<file path="config.mk">
export PLATFORM = sky130hd
export DESIGN_NAME = mode_sequencer_flat
export DESIGN_NICKNAME = d
export VERILOG_FILES = /design/src/rtl/snake_pkg.sv /design/src/rtl/vga_if.sv /design/src/rtl/mode_sequencer_frame_tick_gen.sv /design/src/rtl/mode_sequencer.sv /design/src/flat_wrapper.sv
export SDC_FILE = /design/constraint.sdc
export NUM_CORES = 1
export LEC_CHECK = 0
export ABC_CLOCK_PERIOD_IN_PS = 2000
export BUFFER_PORTS_ARGS = -buffer_cell sky130_fd_sc_hd__buf_2
export CAP_MARGIN = 20
export CORE_UTILIZATION = 24
export DETAILED_ROUTE_END_ITERATION = 12
export GPL_ROUTABILITY_DRIVEN = 0
export HOLD_SLACK_MARGIN = 0.02
export SLEW_MARGIN = 25
export SYNTH_ARGS = -nofsm -noshare
export SYNTH_HDL_FRONTEND = slang
export SYNTH_SLANG_ARGS = --single-unit
</file>
<file path="constraint.sdc">
create_clock -name clk -period 2 [get_ports clk]
set_input_delay 0.1 -clock clk [delete_from_list [all_inputs] [get_ports clk]]
set_output_delay 0.1 -clock clk [all_outputs]
set_load 0.05 [all_outputs]
</file>
<file path="src/rtl/snake_pkg.sv">
// Shared types and default frame counts for the snake screen logic.
package snake_pkg;

  // Screen shown by the draw mux.
  typedef enum logic [2:0] {
    MENU  = 3'd0,
    GAME  = 3'd1,
    WIN   = 3'd2,
    LOSE  = 3'd3,
    DRAW  = 3'd4,
    ERROR = 3'd5
  } game_mode;

  // Outcome reported by the game logic together with game_end.
  typedef enum logic [1:0] {
    RES_WIN  = 2'd0,
    RES_LOSE = 2'd1,
    RES_DRAW = 2'd2
  } game_result_t;

  // Default frame counts for the mode sequencer.
  localparam int HOLD_FRAMES_DEF      = 60;
  localparam int TIMEOUT_FRAMES_DEF   = 600;
  localparam int ERR_CLEAR_FRAMES_DEF = 30;

  function automatic int max_int(input int a, input int b);
    return (a > b) ? a : b;
  endfunction

  function automatic logic is_result(input game_mode m);
    return (m == WIN) || (m == LOSE) || (m == DRAW);
  endfunction

endpackage

</file>
<file path="src/rtl/vga_if.sv">
// VGA timing stream shared between the screen controller and the draw block.
interface vga_if;
  logic vblnk;

  modport in  (input  vblnk);
  modport out (output vblnk);
endinterface

</file>
<file path="src/rtl/mode_sequencer_frame_tick_gen.sv">
// Frame boundary detector: one-cycle frame_tick after each rising edge of vblnk.
// The edge register resets high, so a vblnk that is already high when reset
// releases does not count as a boundary; a real 0->1 transition is required.
module frame_tick_gen (
  input  logic clk,
  input  logic rst,
  input  logic vblnk,
  output logic frame_tick
);

  logic vblnk_reg;

  // Remember previous vblnk and register the rising-edge pulse.
  always_ff @(posedge clk) begin
    if (rst) begin
      vblnk_reg  <= 1'b1;
      frame_tick <= 1'b0;
    end else begin
      vblnk_reg  <= vblnk;
      frame_tick <= vblnk & ~vblnk_reg;
    end
  end

endmodule

</file>
<file path="src/rtl/mode_sequencer.sv">
// Screen mode sequencer: latches start/game_end/confirm events and applies
// mode changes only on frame ticks, so each frame shows a single screen.
// Optional feature macro: RESULT_TIMEOUT_EN (result screens time out to MENU).
//
// Frame counting: frame_cnt is the number of completed frames shown in the
// current mode. At a tick the decision uses the count including the frame
// that just ended, so a result screen entered at tick 0 can exit at tick
// HOLD_FRAMES, and ERROR exits on the ERR_CLEAR_FRAMES-th clean tick.
// Any tick that changes the mode (or sees link_err) flushes every pending
// event, including pulses arriving in that same cycle.
module mode_sequencer
  import snake_pkg::*;
#(
  parameter int HOLD_FRAMES      = HOLD_FRAMES_DEF,
  parameter int TIMEOUT_FRAMES   = TIMEOUT_FRAMES_DEF,
  parameter int ERR_CLEAR_FRAMES = ERR_CLEAR_FRAMES_DEF
) (
  input  logic         clk,
  input  logic         rst,
  vga_if.in            vga_in,
  input  logic         start,
  input  logic         confirm,
  input  logic         game_end,
  input  game_result_t game_result,
  input  logic         link_err,
  output game_mode     mode,
  output logic         game_en,
  output logic         frame_tick
);

  localparam int FRAME_MAX = max_int(HOLD_FRAMES, TIMEOUT_FRAMES);
  localparam int CNT_W     = $clog2(FRAME_MAX + 1);
  localparam int CLR_W     = $clog2(ERR_CLEAR_FRAMES + 1);

  localparam logic [CNT_W-1:0] FRAME_MAX_C = CNT_W'(FRAME_MAX);
  localparam logic [CNT_W-1:0] HOLD_C      = CNT_W'(HOLD_FRAMES);
  localparam logic [CNT_W-1:0] TIMEOUT_C   = CNT_W'(TIMEOUT_FRAMES);
  localparam logic [CLR_W-1:0] CLR_C       = CLR_W'(ERR_CLEAR_FRAMES);

`ifdef RESULT_TIMEOUT_EN
  localparam bit TIMEOUT_ON = 1'b1;
`else
  localparam bit TIMEOUT_ON = 1'b0;
`endif

  logic               start_pend;
  logic               end_pend;
  logic               conf_pend;
  game_result_t       res_q;
  logic [CNT_W-1:0]   frame_cnt;
  logic [CLR_W-1:0]   clr_cnt;

  logic [CNT_W-1:0]   cnt_now;
  logic [CLR_W-1:0]   clr_now;
  game_mode           mode_next;
  logic               flush;

  frame_tick_gen u_tick (
    .clk        (clk),
    .rst        (rst),
    .vblnk      (vga_in.vblnk),
    .frame_tick (frame_tick)
  );

  // Counter values including the current tick, and the next mode decision.
  always_comb begin
    cnt_now   = (frame_cnt == FRAME_MAX_C) ? frame_cnt : frame_cnt + 1'b1;
    clr_now   = link_err ? '0 : ((clr_cnt == CLR_C) ? clr_cnt : clr_cnt + 1'b1);
    mode_next = mode;
    if (frame_tick) begin
      if (link_err) begin
        mode_next = ERROR;
      end else begin
        case (mode)
          MENU: if (start_pend) mode_next = GAME;
          GAME: begin
            if (end_pend) begin
              case (res_q)
                RES_WIN:  mode_next = WIN;
                RES_LOSE: mode_next = LOSE;
                default:  mode_next = DRAW;
              endcase
            end
          end
          WIN, LOSE, DRAW: begin
            if ((cnt_now >= HOLD_C) && conf_pend) mode_next = MENU;
            if (TIMEOUT_ON && (cnt_now == TIMEOUT_C)) mode_next = MENU;
          end
          ERROR: if (clr_now == CLR_C) mode_next = MENU;
          default: mode_next = MENU;
        endcase
      end
    end
    flush = frame_tick && (link_err || (mode_next != mode));
  end

  // Mode/output registers, event latches and frame counters.
  always_ff @(posedge clk) begin
    if (rst) begin
      mode       <= MENU;
      game_en    <= 1'b0;
      start_pend <= 1'b0;
      end_pend   <= 1'b0;
      conf_pend  <= 1'b0;
      res_q      <= RES_WIN;
      frame_cnt  <= '0;
      clr_cnt    <= '0;
    end else begin
      mode    <= mode_next;
      game_en <= (mode_next == GAME);

      if (flush) begin
        start_pend <= 1'b0;
        end_pend   <= 1'b0;
        conf_pend  <= 1'b0;
      end else begin
        if (start && (mode == MENU)) start_pend <= 1'b1;
        if (game_end) begin
          end_pend <= 1'b1;
          res_q    <= game_result;
        end
        if (confirm && is_result(mode)) conf_pend <= 1'b1;
      end

      if (mode_next != mode) frame_cnt <= '0;
      else if (frame_tick)   frame_cnt <= cnt_now;

      if (link_err)        clr_cnt <= '0;
      else if (frame_tick) clr_cnt <= clr_now;
    end
  end

endmodule

</file>
<file path="src/flat_wrapper.sv">
// flat-port wrapper written by rule: the top's interface ports become plain ports
module mode_sequencer_flat import snake_pkg::*;
#(
  parameter int HOLD_FRAMES      = HOLD_FRAMES_DEF,
  parameter int TIMEOUT_FRAMES   = TIMEOUT_FRAMES_DEF,
  parameter int ERR_CLEAR_FRAMES = ERR_CLEAR_FRAMES_DEF
)
  (clk, rst, start, confirm, game_end, game_result, link_err, mode, game_en, frame_tick, vga_in_vblnk);
  vga_if vga_in_i ();
  input  logic clk;
  input  logic rst;
  input  logic start;
  input  logic confirm;
  input  logic game_end;
  input  game_result_t game_result;
  input  logic link_err;
  output game_mode mode;
  output logic game_en;
  output logic frame_tick;
  input wire logic [$bits(vga_in_i.vblnk)-1:0] vga_in_vblnk;
  assign vga_in_i.vblnk = vga_in_vblnk;
  mode_sequencer #(.HOLD_FRAMES(HOLD_FRAMES), .TIMEOUT_FRAMES(TIMEOUT_FRAMES), .ERR_CLEAR_FRAMES(ERR_CLEAR_FRAMES)) u_core (.clk(clk), .rst(rst), .vga_in(vga_in_i), .start(start), .confirm(confirm), .game_end(game_end), .game_result(game_result), .link_err(link_err), .mode(mode), .game_en(game_en), .frame_tick(frame_tick));
endmodule
</file>
-- Word-level counts from Yosys, hierarchy flattened
Index checks and enable logic that the tools add are counted.
- equal/unequal tests: 11
- bitwise operators: 3
- magnitude comparators: 1
- add/subtract/negate cells: 2
- reduce and logical (&&, ||, !) cells: 14
- mux-type cells: 11
- operator list (operator ; count):
    2-to-1 mux 3 bit ; 6
    one-hot mux 3 bit (4 select lines) ; 1
    adder 10 x 1 -> 10 bit, second input constant ; 1
    equality test 10 bit, second input constant ; 1
    equality test 5 bit, second input constant ; 2
    >= comparator 10 x 6 -> 1 bit, second input constant ; 1
    2-to-1 mux 10 bit ; 1
    2-to-1 mux 5 bit ; 2
    equality test 3 x 1 -> 1 bit, second input constant ; 2
    equality test 3 x 2 -> 1 bit, second input constant ; 2
    equality test 3 bit, second input constant ; 2
    one-hot mux 3 bit (2 select lines) ; 1
    OR reduction 2 bit ; 3
    adder 5 x 1 -> 5 bit, second input constant ; 1
    logical AND 1 bit ; 4
    logical NOT 3 bit ; 1
    logical OR 1 bit ; 3
    inequality test 3 bit ; 1
    OR reduction 3 bit ; 1
    equality test 2 x 1 -> 1 bit, second input constant ; 1
    logical NOT 2 bit ; 1
    inverter 1 bit ; 2
    AND reduction 2 bit ; 1
    bitwise AND 1 bit ; 1
- register bits after elaboration: 26
- output and inout bits: 5

-- Logic depth before layout (Yosys ltp)
- depth after elaboration: 13
- gate-level depth with buffers: 9

-- Hierarchy
From an unflattened synthesis, not the netlist that was laid out.
- cells, all modules: 187
- area total of the unflattened synthesis: 1530.2 µm²
- by module, submodules not included (module ; times used ; area each (µm²) ; cells an instance):
    mode_sequencer ; 1 ; 1471.4 ; 183
    frame_tick_gen ; 1 ; 58.8 ; 4

-- Worst setup path after synthesis
No wires, ideal clock.
- path kind: flip-flop to flip-flop
- start point: register u_core.u_tick.frame_tick
- end point: register u_core.res_q[0]
- slack: -0.241 ns
- buffers on the path: 1
- data arrival time: 2.169 ns
- library setup time: 0.072 ns
- required time: 1.928 ns
- cell stages (with the launch flop): 8
- cells stage by stage: dfxtp_1 -> buf_4 -> nand2b_1 -> nor4b_2 -> a41oi_2 -> a311o_1 -> a41oi_4 -> mux2i_1
- longest elaborated chain between the ends: 6
- ends and longest elaborated chain (what ; line ; source):
    start, declared ; mode_sequencer_frame_tick_gen.sv:8 ; output logic frame_tick
    start signal, assigned ; mode_sequencer_frame_tick_gen.sv:20 ; frame_tick <= vblnk & ~vblnk_reg;
    2-to-1 mux 3 bit ; mode_sequencer.sv:70 ; if (frame_tick) begin
    inequality test 3 bit ; mode_sequencer.sv:94 ; flush = frame_tick && (link_err || (mode_next != mode));
    logical OR 1 bit ; mode_sequencer.sv:94 ;
    logical AND 1 bit * ; mode_sequencer.sv:94 ;
    inverter 1 bit (no source line) * ; -- ;
    AND reduction 2 bit (no source line) * ; -- ;
    end signal, assigned ; mode_sequencer.sv:120 ; res_q <= game_result;
    end, declared ; mode_sequencer.sv:49 ; game_result_t res_q;
Every way passes the cells marked *; elsewhere a longest branch is shown, timed or not.
A chain may end at the register's enable or synchronous reset.

-- Final worst setup path
- start point: register u_core.clr_cnt[1]
- end point: register u_core.game_en
- longest elaborated chain between the ends: 9
- ends and longest elaborated chain (what ; line ; source):
    start, declared ; mode_sequencer.sv:51 ; logic [CLR_W-1:0] clr_cnt;
    start signal, assigned ; mode_sequencer.sv:129 ; else if (frame_tick) clr_cnt <= clr_now;
    adder 5 x 1 -> 5 bit or equality test 5 bit (tied branches) ; mode_sequencer.sv:68 ; clr_now = link_err ? '0 : ((clr_cnt == CLR_C) ? clr_cnt : clr_cnt + 1'b1);
    2-to-1 mux 5 bit * (2 in series) ; mode_sequencer.sv:68 ;
    equality test 5 bit * ; mode_sequencer.sv:89 ; ERROR: if (clr_now == CLR_C) mode_next = MENU;
    2-to-1 mux 3 bit * ; mode_sequencer.sv:89 ;
    one-hot mux 3 bit (4 select lines) * ; mode_sequencer.sv:74 ; case (mode)
    2-to-1 mux 3 bit * ; mode_sequencer.sv:71 ; if (link_err) begin
    2-to-1 mux 3 bit * ; mode_sequencer.sv:70 ;
    equality test 3 x 1 -> 1 bit * ; mode_sequencer.sv:110 ; game_en <= (mode_next == GAME);
    end signal, assigned ; mode_sequencer.sv:110 ;
    end, declared ; mode_sequencer.sv:27 ; output logic game_en,
Marked as above.

==> impl_metrics.env <==
export IMPL_violations="negative setup slack"
export IMPL_fmax_ghz=0.4986
export IMPL_drtPass1Iterations=4
export IMPL_io_buffers=13
export IMPL_critPathTopFamily="compound AO/OA/AOI/OAI gates"
export IMPL_cts_root_buf="clkbuf_8"
export IMPL_cp_start_kind="flop"
export IMPL_ir_worst_vdd_uv=312.5
export IMPL_first_global_vias=1421
export IMPL_top_level_ports=14
export IMPL_syn_nets=196
export IMPL_stdcell_area_um2=2196
export IMPL_coreArea_um2=6350
export IMPL_yosys_warnings=0
export IMPL_top_register="u_core.frame_cnt"
export IMPL_drt_initial_drc_count=77
export IMPL_arrival_ns=2.18
export IMPL_synth_ff_type="dfxtp_1"
export IMPL_required_ns=2.18
export IMPL_drive_gt1_share_pct=39.82
export IMPL_grt_setup_unrepaired="yes"
export IMPL_grt_pass1_wl_mm=6.748
export IMPL_clkSlewWorstSetupHoldPaths_ns=0.10
export IMPL_hpwl_mm=2.649
export IMPL_synth_top_area_share_pct=33.12
export IMPL_cts_tree="done"
export IMPL_fp_row_count=29
export IMPL_ys_ff_latch=26
export IMPL_syn_cell_area_um2=1572
export IMPL_drc_errors=0
export IMPL_yosysSeqAreaShare_pct=33.12
export IMPL_die_w_um=82.92
export IMPL_fin_crit_sh_pct=100.3
export IMPL_status="finished, violations left"
export IMPL_die_h_um=82.92
export IMPL_cap_viol_max_count=0
export IMPL_report_final_slew_viol_count=0
export IMPL_synth_edff_count=0
export IMPL_largest_reg_flops=10
export IMPL_cts_buffers_inserted=3
export IMPL_postRouteAntennaNets=0
export IMPL_fin_crit_ns=2.006
export IMPL_diodes=0
export IMPL_syn_to_final_growth_pct=39.73
export IMPL_power_leakage_nw=0.7910
export IMPL_clock_skew_ns=0.01011
export IMPL_worst_path_max_fanout=4
export IMPL_reg_top3="u_core.frame_cnt x10, u_core.clr_cnt x5, u_core.mode x3"
export IMPL_placed_area_um2=1876
export IMPL_synthCells=183
export IMPL_cp_end_kind="flop"
export IMPL_wirelength_mm=4.060
export IMPL_crit_type="reg -> reg"
export IMPL_nets=235
export IMPL_wire_per_inst_um=13.62
export IMPL_synth_simple_gate_area_share_pct=27.79
export IMPL_clk_path_buf_depth=2
export IMPL_grt_max_degree=20
export IMPL_setup_viol=4
export IMPL_avgSynthCellArea_um2=8.587
export IMPL_htreeDepth=1
export IMPL_yosysTopAreaCell="dfxtp_1"
export IMPL_antenna_found_initial=0
export IMPL_crit_chain="ha_4 -> nand4_1 -> xnor2_2 -> a41oi_4 -> buf_4 -> a311o_1 -> a2111oi_2"
export IMPL_viasPerCell=4.973
export IMPL_finalWorstSetupSlack_ns=-0.005540
export IMPL_power_density_nw_per_um2=509.4
export IMPL_clk_latency_ns=0.28
export IMPL_critPathBufInv=1
export IMPL_track_usage_pct=11.52
export IMPL_muxShareOfSynthArea_pct=2.548
export IMPL_synthAdderAreaFrac_pct=3.185
export IMPL_dieArea_um2=6876
export IMPL_cts_sinks=26
export IMPL_synth_area_leaders="dfxtp_1, nor3_1, nand4_1"
export IMPL_yosys_cell_types_count=47
export IMPL_synth_compound_area_share_pct=21.50
export IMPL_start_util_pct=24.75
export IMPL_relSlewSlack_pct=76.32
export IMPL_hold_path_class="in -> reg"
export IMPL_slowest_delay_ns=0.40
export IMPL_synth_top_family_by_area="simple AND/OR/NAND/NOR gates"
export IMPL_tightestPinTransition_ns=0.3539
export IMPL_grt_ovfl_total=0
export IMPL_slowest_stage="dfxtp_2"
export IMPL_dp_slack_ns=-0.09953
export IMPL_async_flop_share_pct=0
export IMPL_synth_xor_area_share_pct=5.573
export IMPL_num_vias=1482
export IMPL_hold_viol=0
==> logic make-up after synthesis <==
group                      count (synthesis)
and+or+nand+nor                           79
AOI/OAI and AO/OA                         38
DFF                                       26
buffers and inverters                     22
xor gates and xnor gates                  10
muxes                                      4
adders and majority gates                  4
==> layout make-up <==
class / count / area [µm²]
fillers: 635 / 4154
clock inverters: 1 / 30.03
inverters: 13 / 48.80
clock buffers: 3 / 41.29
flip-flops and latches: 26 / 534.3
repair buffers: 42 / 304.0
multi-input cells: 136 / 1141
well taps: 77 / 96.34
==> worst min-delay path, delay by kind of cell <==
kind | cells | cell delay (ns)
and+or+nand+nor | 1 | 0.05
muxes | 1 | 0.06
buffers and inverters | 1 | 0.09
==> metal layers <==
| metal | wire length, µm | part of all wire (%) | track usage [%] |
|---|---|---|---|
| met1 | 2039 | 50 | 16.19 |
| met2 | 1928 | 47 | 18.78 |
| met3 | 74 | 1.8 | 1.590 |
| met4 | 19 | 0.47 | 2.351 |
| met5 | 0 | 0 | 0 |
==> Yosys cell counts, types with 2 or more instances <==
master     n
nor4_1     3
mux2i_1    4
a311o_1    2
clkbuf_1   3
dfxtp_1   26
nand3_1    4
nand2_1   10
a211oi_1   2
a31oi_1    6
or2_2      2
a41oi_2    2
a21oi_1    6
nand4_1   10
nor2b_1    4
o21a_1     2
xnor2_1    7
nor3_1    17
buf_2      4
o21ai_0    3
xor2_1     3
nor2_1    12
nand2b_1   8
a21o_1     2
nor3b_1    3
inv_1     13
ha_1       4
==> where the power goes <==
group / total (W) / internal [W] / leakage (nW) / switching (W)
sequential: 0.000540 / 0.000528 / 0.215 / 0.0000127
clock: 0.000443 / 0.000268 / 0.0357 / 0.000175
combinational: 0.000136 / 0.0000577 / 0.540 / 0.0000779
==> worst paths after layout <==
| path | slack [ns] | end | start | depth (start not counted) |
|---|---|---|---|---|
| max | -0.006 | u_core.game_en | u_core.clr_cnt[1] | 7 |
| min | 0.07 | u_core.res_q[1] | game_result[1] | 3 |
| max reg2reg | -0.006 | u_core.game_en | u_core.clr_cnt[1] | 7 |
| min reg2reg | 0.40 | u_core.u_tick.frame_tick | u_core.u_tick.vblnk_reg | 1 |
==> through the flow <==
step	total power [W]	cells	hold slack (ns)	setup TNS, ns	utilization [%]
after floorplan	0.0006299	183	0.2038	0	-
after global placement	0.0006655	287	0.3025	-0.8867	29.54
after detailed placement	0.0006673	287	0.3054	-1.150	29.54
after CTS	0.001120	297	0.07260	-0.1385	32.71
after global routing	0.001162	298	0.07059	-1.306	34.58
final	0.001119	298	0.06996	-0.01400	34.58
==> cell usage in the layout (no fill, tap or decap), types with 3 or more instances in the layout <==
cell / instances
nor2_1: 11
nand2b_1: 8
dfxtp_1: 19
nor2b_1: 4
a31oi_1: 6
buf_6: 5
inv_1: 12
nand2_1: 10
xor2_1: 3
ha_4: 3
dfxtp_2: 5
buf_4: 23
a21oi_1: 5
xnor2_1: 6
nand4_1: 10
nor3_1: 9
nor3b_1: 3
nor3_2: 7
nand3_1: 3
mux2i_1: 4
clkbuf_8: 3
buf_2: 13
==> timing repair <==
item	in CTS	in global routing
hold endpoints to repair	1	0
setup endpoints to repair	16	17
pin swaps	10	13
hold buffers	1	0
setup buffers	4	1
resized for setup	15	23
gates cloned	1	0
Power figures use the tool's default switching activity.
